`src/rtl/riscv_if_parcel_queue_pkg.sv`:
```
// riscv_if_parcel_queue_pkg: shared constants and helpers for the IF parcel queue.
package riscv_if_parcel_queue_pkg;
  localparam int PARCEL_SIZE = 16;
  function automatic logic is_rvc(input logic [1:0] lsb);
    return lsb != 2'b11;
  endfunction
endpackage

```
`src/rtl/riscv_if_parcel_queue_if.sv`:
```
// riscv_if_parcel_queue_if: fetch-response, request-throttle and IF-instruction signals of the parcel queue.
interface riscv_if_parcel_queue_if #(parameter int XLEN = 32);
  localparam int PPW = XLEN / 16;
  logic flush_i;
  logic [XLEN-1:0] parcel_i;
  logic [XLEN-1:0] parcel_pc_i;
  logic [PPW-1:0] parcel_valid_i;
  logic parcel_error_i;
  logic parcel_misaligned_i;
  logic req_ack_i;
  logic rsp_i;
  logic req_o;
  logic instr_valid_o;
  logic instr_ready_i;
  logic [31:0] instr_o;
  logic [XLEN-1:0] instr_pc_o;
  logic instr_rvc_o;
  logic instr_error_o;
  logic instr_misaligned_o;
  modport master (
    output flush_i, parcel_i, parcel_pc_i, parcel_valid_i, parcel_error_i, parcel_misaligned_i,
    output req_ack_i, rsp_i, instr_ready_i,
    input req_o, instr_valid_o, instr_o, instr_pc_o, instr_rvc_o, instr_error_o, instr_misaligned_o
  );
  modport slave (
    input flush_i, parcel_i, parcel_pc_i, parcel_valid_i, parcel_error_i, parcel_misaligned_i,
    input req_ack_i, rsp_i, instr_ready_i,
    output req_o, instr_valid_o, instr_o, instr_pc_o, instr_rvc_o, instr_error_o, instr_misaligned_o
  );
endinterface

```
`src/rtl/riscv_if_parcel_queue.sv`:
```
// riscv_if_parcel_queue: compacts fetched parcels into a circular buffer and hands out aligned 16/32-bit instructions.
module riscv_if_parcel_queue
  import riscv_if_parcel_queue_pkg::*;
#(
  parameter int XLEN     = 32,
  parameter int HAS_RVC  = 0,
  parameter int QDEPTH   = 8,
  parameter int INFLIGHT = 2
) (
  input logic clk_i,
  input logic rst_ni,
  riscv_if_parcel_queue_if.slave q
);
  localparam int PPW = XLEN / PARCEL_SIZE;
  localparam int AW  = $clog2(QDEPTH);
  localparam int CW  = AW + 1;
  localparam int OW  = $clog2(INFLIGHT) + 1;
  typedef struct packed {
    logic [PARCEL_SIZE-1:0] data;
    logic [XLEN-1:0]        pc;
    logic                   err;
    logic                   mis;
  } parcel_t;
  parcel_t mem [QDEPTH];
  logic [AW-1:0] rd_q, wr_q, rd1, lo;
  logic [CW-1:0] cnt_q, n_push, n_pop, need;
  logic [OW-1:0] out_q;
  logic any, push, rvc, full, two, pop;
  always_comb begin
    lo = '0;
    for (int i = PPW - 1; i >= 0; i--) if (q.parcel_valid_i[i]) lo = AW'(i);
    any = |q.parcel_valid_i;
    push = !q.flush_i && (any || q.parcel_error_i);
    n_push = !push ? '0 : any ? CW'(PPW) - CW'(lo) : CW'(1);
    rd1 = rd_q + 1'b1;
    rvc = (HAS_RVC != 0) && is_rvc(mem[rd_q].data[1:0]);
    need = rvc ? CW'(1) : CW'(2);
    full = cnt_q >= need;
    two = !rvc && full;
    // an errored head is delivered even when its partner parcel never arrives
    q.instr_valid_o = (cnt_q != '0) && (full || mem[rd_q].err);
    pop = q.instr_valid_o && q.instr_ready_i && !q.flush_i;
    n_pop = !pop ? '0 : full ? need : cnt_q;
    q.instr_o = !q.instr_valid_o ? '0 : rvc ? {16'h0, mem[rd_q].data} : {mem[rd1].data, mem[rd_q].data};
    q.instr_pc_o = q.instr_valid_o ? mem[rd_q].pc : '0;
    q.instr_rvc_o = q.instr_valid_o && rvc;
    q.instr_error_o = q.instr_valid_o && (mem[rd_q].err || (two && mem[rd1].err));
    q.instr_misaligned_o = q.instr_valid_o && (mem[rd_q].mis || (two && mem[rd1].mis));
    // every outstanding response must find PPW free parcels
    q.req_o = rst_ni && !q.flush_i && (QDEPTH - 32'(cnt_q) >= (32'(out_q) + 1) * PPW) && (32'(out_q) < INFLIGHT);
  end
  always_ff @(posedge clk_i or negedge rst_ni) begin
    if (!rst_ni) begin
      rd_q <= '0;
      wr_q <= '0;
      cnt_q <= '0;
      out_q <= '0;
    end else begin
      out_q <= out_q + OW'(q.req_ack_i) - OW'(q.rsp_i);
      if (q.flush_i) begin
        rd_q <= '0;
        wr_q <= '0;
        cnt_q <= '0;
      end else begin
        rd_q <= rd_q + AW'(n_pop);
        wr_q <= wr_q + AW'(n_push);
        cnt_q <= cnt_q + n_push - n_pop;
      end
    end
  end
  always_ff @(posedge clk_i) begin
    if (push) begin
      if (any) begin
        for (int i = 0; i < PPW; i++)
          if (q.parcel_valid_i[i])
            mem[wr_q + AW'(i) - lo] <= '{data: q.parcel_i[PARCEL_SIZE*i +: PARCEL_SIZE],
                                       pc: q.parcel_pc_i + XLEN'({AW'(i) - lo, 1'b0}),
                                       err: q.parcel_error_i, mis: q.parcel_misaligned_i};
      end else begin
        mem[wr_q] <= '{data: '0, pc: q.parcel_pc_i, err: 1'b1, mis: q.parcel_misaligned_i};
      end
    end
  end
  overflow_a: assert property (@(posedge clk_i) disable iff (!rst_ni)
    !(push && (32'(n_push) > QDEPTH - 32'(cnt_q))))
    else $error("parcel queue overflow");
endmodule

```
`src/flat_wrapper.sv`:
```
// flat-port wrapper written by rule: the top's interface ports become plain ports
module riscv_if_parcel_queue_flat import riscv_if_parcel_queue_pkg::*;
#(
  parameter int XLEN     = 32,
  parameter int HAS_RVC  = 0,
  parameter int QDEPTH   = 8,
  parameter int INFLIGHT = 2
)
  (clk_i, rst_ni, q_flush_i, q_parcel_i, q_parcel_pc_i, q_parcel_valid_i, q_parcel_error_i, q_parcel_misaligned_i, q_req_ack_i, q_rsp_i, q_instr_ready_i, q_req_o, q_instr_valid_o, q_instr_o, q_instr_pc_o, q_instr_rvc_o, q_instr_error_o, q_instr_misaligned_o);
  riscv_if_parcel_queue_if #(.XLEN(XLEN)) q_i ();
  input logic clk_i;
  input logic rst_ni;
  input wire logic [$bits(q_i.flush_i)-1:0] q_flush_i;
  input wire logic [$bits(q_i.parcel_i)-1:0] q_parcel_i;
  input wire logic [$bits(q_i.parcel_pc_i)-1:0] q_parcel_pc_i;
  input wire logic [$bits(q_i.parcel_valid_i)-1:0] q_parcel_valid_i;
  input wire logic [$bits(q_i.parcel_error_i)-1:0] q_parcel_error_i;
  input wire logic [$bits(q_i.parcel_misaligned_i)-1:0] q_parcel_misaligned_i;
  input wire logic [$bits(q_i.req_ack_i)-1:0] q_req_ack_i;
  input wire logic [$bits(q_i.rsp_i)-1:0] q_rsp_i;
  input wire logic [$bits(q_i.instr_ready_i)-1:0] q_instr_ready_i;
  output wire logic [$bits(q_i.req_o)-1:0] q_req_o;
  output wire logic [$bits(q_i.instr_valid_o)-1:0] q_instr_valid_o;
  output wire logic [$bits(q_i.instr_o)-1:0] q_instr_o;
  output wire logic [$bits(q_i.instr_pc_o)-1:0] q_instr_pc_o;
  output wire logic [$bits(q_i.instr_rvc_o)-1:0] q_instr_rvc_o;
  output wire logic [$bits(q_i.instr_error_o)-1:0] q_instr_error_o;
  output wire logic [$bits(q_i.instr_misaligned_o)-1:0] q_instr_misaligned_o;
  assign q_i.flush_i = q_flush_i;
  assign q_i.parcel_i = q_parcel_i;
  assign q_i.parcel_pc_i = q_parcel_pc_i;
  assign q_i.parcel_valid_i = q_parcel_valid_i;
  assign q_i.parcel_error_i = q_parcel_error_i;
  assign q_i.parcel_misaligned_i = q_parcel_misaligned_i;
  assign q_i.req_ack_i = q_req_ack_i;
  assign q_i.rsp_i = q_rsp_i;
  assign q_i.instr_ready_i = q_instr_ready_i;
  assign q_req_o = q_i.req_o;
  assign q_instr_valid_o = q_i.instr_valid_o;
  assign q_instr_o = q_i.instr_o;
  assign q_instr_pc_o = q_i.instr_pc_o;
  assign q_instr_rvc_o = q_i.instr_rvc_o;
  assign q_instr_error_o = q_i.instr_error_o;
  assign q_instr_misaligned_o = q_i.instr_misaligned_o;
  riscv_if_parcel_queue #(.XLEN(XLEN), .HAS_RVC(HAS_RVC), .QDEPTH(QDEPTH), .INFLIGHT(INFLIGHT)) u_core (.clk_i(clk_i), .rst_ni(rst_ni), .q(q_i));
endmodule
```
`config.mk`:
```
export PLATFORM = sky130hd
export DESIGN_NAME = riscv_if_parcel_queue_flat
export DESIGN_NICKNAME = d
export VERILOG_FILES = /design/src/rtl/riscv_if_parcel_queue_pkg.sv /design/src/rtl/riscv_if_parcel_queue_if.sv /design/src/rtl/riscv_if_parcel_queue.sv /design/src/flat_wrapper.sv
export SDC_FILE = /design/constraint.sdc
export NUM_CORES = 1
export LEC_CHECK = 0
export CAP_MARGIN = 10
export CORE_UTILIZATION = 55
export CTS_BUF_LIST = sky130_fd_sc_hd__clkbuf_8
export DETAILED_ROUTE_END_ITERATION = 8
export DONT_BUFFER_PORTS = 1
export PLACE_DENSITY = 0.73
export SLEW_MARGIN = 20
export SYNTH_ARGS = -nofsm -noshare
export SYNTH_HDL_FRONTEND = slang
export SYNTH_SLANG_ARGS = --single-unit
```
`constraint.sdc`:
```
create_clock -name clk_i -period 7 [get_ports clk_i]
set_input_delay 0.7 -clock clk_i [delete_from_list [all_inputs] [get_ports clk_i]]
set_output_delay 0.7 -clock clk_i [all_outputs]
set_load 0.05 [all_outputs]
```
==> metrics.md <==
| Metric | Value |
|---|---|
| # fillers | `approximately 3,300` |
| Crit Path Category | `reg2out` |
| Fin Hold WS | `~130 ps` |
| Final RePlAce weighted congestion | `0.922` |
| Synth top cells by count | `400 x edfxtp_1, 262 x nand2_1, 201 x nor2_1` |
| Number of enable flip-flop cells after synthesis | `400` |
| PD cells | `277 nW/um^2` |
| Leakage power | `8.22 nW` |
| Final Cycle Share | `65.7%` |
| Max-cap check violation count | `0` |
| Detailed Routing Iterations Pass 1 | `7` |
| Net Sw Frac | `roughly 37%` |
| Die width | `~210 um` |
| Vias per cell | `6.37` |
| Clock transition at path regs | `~60 ps` |
| Synth top area share | `slightly above 50%` |
| Final WL | `approximately 62 mm` |
| Cell count after placement | `approximately 2,400` |
| CP endpoint kind | `output port` |
| Largest cells by area after synthesis | `edfxtp_1 50%, mux4_2 13%, nand2_1 4.1%` |
| # IOs | `143` |
| Net Switching | `around 0.0026 W` |
| Finish-stage setup viols | `0` |
| Critical Path Start Type | `flop` |
| Req. time, crit path | `~6300 ps` |
| Share of total power in combinational logic | `between 20 and 30%` |
| Register area | `roughly 12,000 sq um` |
| Pin count of the biggest net entering global routing | `a little under 100` |
| Fin crit period | `4600 ps` |
| Layout cells sized above 1 | `16.3%` |
| Worst-Skew Late Latency | `around 660 ps` |
| Mapped cell area | `about 24,000 sq um` |
| Die Span Y | `approximately 210 um` |
| Total power | `approximately 0.0071 W` |
| Yosys cell types | `67` |
| All-Layer GR Usage | `between 20% and 30%` |
| Setup Skew | `40.3 ps` |
| Clk buf depth | `3` |
| Relative slew slack | `23.7%` |
| CP Max Fanout | `67` |
| Via count | `between 15,000 and 20,000` |
| Max-slew violation count | `0` |
| Initial antenna violation count | `0` |
| Worst setup margin | `about 2400 ps` |
| Register area share after synthesis | `between 50% and 60%` |
| Number of global-route vias before repair | `15,891` |
| Clk root buf | `clkbuf_8` |
| Pint | `0.00447 W` |
| CTS buffer count | `72` |
| # Post-CTS Setup Buffers | `0` |
| Mean Syn Cell Area | `around 12 sq um` |
| Area Overhead vs Synth | `7.22%` |
| Status | `finished clean` |
| Multi-input gate area | `~11,000 sq um` |
| Top-count cell post-synth | `edfxtp_1` |
| Arr. time, crit path | `just under 4000 ps` |
| DR WL/cell | `24.5 um` |
| Core area | `42,300 sq um` |
| DRT antenna net count | `0` |
| N_diodes | `0` |
| Async S/R FF share, synth | `approximately 2.9%` |
| First-pass GRT wire length | `~93 mm` |
| Final setup TNS | `0 ps` |
| RSZ-0062 raised after global routing | `false` |
| Hold WC Path Type | `in2reg` |
| Register bit total from synthesis | `just over 400` |
| Post-synthesis cell count | `slightly below 2,000` |
| HPWL Detailed | `about 39 mm` |
| Clock Sinks | `roughly 400` |
| Dominant synthesized flop cell | `edfxtp_1` |
| H-tree levels | `3` |
| Max Freq | `between 0.2 and 0.25 GHz` |
| Die Area | `around 44,000 sq um` |
| Max VDD drop | `about 200 uV` |
| Remaining DRCs | `0` |
| Syn nets | `roughly 2,100` |
| Final-report hold violation count | `0` |
| Overflow after GRT | `0` |
| TritonCTS clock tree | `yes` |
| Dpl ws | `about 2200 ps` |
| Synth Warn # | `0` |
| I/O Buffers | `0` |
| Post-route insts no fill | `between 2,000 and 3,000` |
| Cts repair resizes | `0` |
| Flop pwr share | `41.9%` |
| Final net count | `roughly 2,000` |
| Synth area leader | `edfxtp_1` |
| Initial core utilization | `56.2%` |
| Iter 0 DRT Violations | `1,664` |
| Slew at the pin closest to its max-slew limit | `~1100 ps` |
| Clock power share | `a little under a third` |
| Row count | `75` |
-- routing by layer --
layer	global-route usage, %	wire [um]	up-vias
li1	-	-	7089
met1	37.2	24000	8017
met2	47.4	30700	835
met3	4.87	5490	131
met4	10.0	1540	0
met5	0	0	-
-- layout make-up --
type | count | share of cell area [%]
multi-input cells | 1353 | 42.1
repair buffers | 25 | 0.971
well taps | 577 | 2.83
flip-flops and latches | 412 | 48.3
clock buffers | 74 | 3.99
clock inverters | 53 | 1.35
inverters | 30 | 0.441
-- registers in the layout, summed over array words and instances (netlist names) --
signal,count
u_core.wr_q,3
u_core.out_q,2
u_core.cnt_q,4
u_core.rd_q,3
u_core.mem,400
-- worst paths after layout --
check / cells past startpoint / slack (ps) / startpoint / endpoint
min: 1 / 130 / q_flush_i / u_core.wr_q[0]
min in group asynchronous: 1 / 500 / rst_ni / u_core.wr_q[0]
max in group asynchronous: 1 / 6050 / rst_ni / u_core.rd_q[0]
max reg2reg: 6 / 2950 / u_core.wr_q[0] / u_core.mem[5][13]
min reg2reg: 1 / 560 / u_core.out_q[1] / u_core.out_q[1]
max: 5 / 2400 / u_core.rd_q[0] / q_instr_o[28]
-- placed cells by master, fill, tap and decap left out, types with 4 or more instances in the layout --
cell      count
and2_1        4
nor2_2        8
clkinv_1     18
inv_1        40
o311ai_0      4
o21ai_0     148
fa_1          5
clkbuf_8     74
inv_8         4
nand2_1     261
mux4_2      136
dfrtp_1       9
a22oi_1      14
a211oi_1     21
a31oi_1       8
xor2_1      105
edfxtp_1    400
nor4b_1       4
ha_1         25
clkinv_2     12
xnor2_1      92
mux2i_1      90
nand3_1      26
a21oi_1      86
a22oi_2       7
nor2_1      196
nor3_1       14
nor2b_1       7
or3_1         5
nor2_4        6
nand4_1       9
nor4_1        7
buf_4        20
o21ai_4       8
-- per-stage QoR --
step | instance area [sq um] | util [%]
3_3_place_gp | 24100 | 56.8
2_1_floorplan | 23800 | -
3_5_place_dp | 24100 | 56.8
6_report | 25500 | 60.3
5_1_grt | 25500 | 60.3
4_1_cts | 25400 | 60.1
-- power by group through the flow --
stage	Combinational, W	Clock (W)	Sequential (W)
floorplan	0.00170	0	0.00296
global route	0.00208	0.00228	0.00297
detailed placement	0.00196	0	0.00301
global placement	0.00192	0	0.00300
CTS	0.00197	0.00217	0.00296
finish	0.00195	0.00215	0.00296
-- what timing repair did --
| item | in CTS | in global routing |
|---|---|---|
| endpoints found under the setup margin | 0 | 0 |
| hold buffers | 1 | 0 |
| hold endpoints to repair | 12 | 0 |
-- cell families after synthesis --
group                      synth area share [%]
AOI/OAI and AO/OA                          7.62
xor gates and xnor gates                   7.43
adders and majority gates                  1.79
buffers and inverters                      3.92
DFF                                        51.7
muxes                                      16.7
other                                    0.0158
and+or+nand+nor                            10.8
-- worst max-delay path, cell delays in order (launching register included) --
cell and delay, ps:
dfrtp_4 1020, mux4_2 380, mux2i_1 140, nand2_1 170
nand2_4 440, a21oi_1 1050
(Power assumes the default switching activity.)
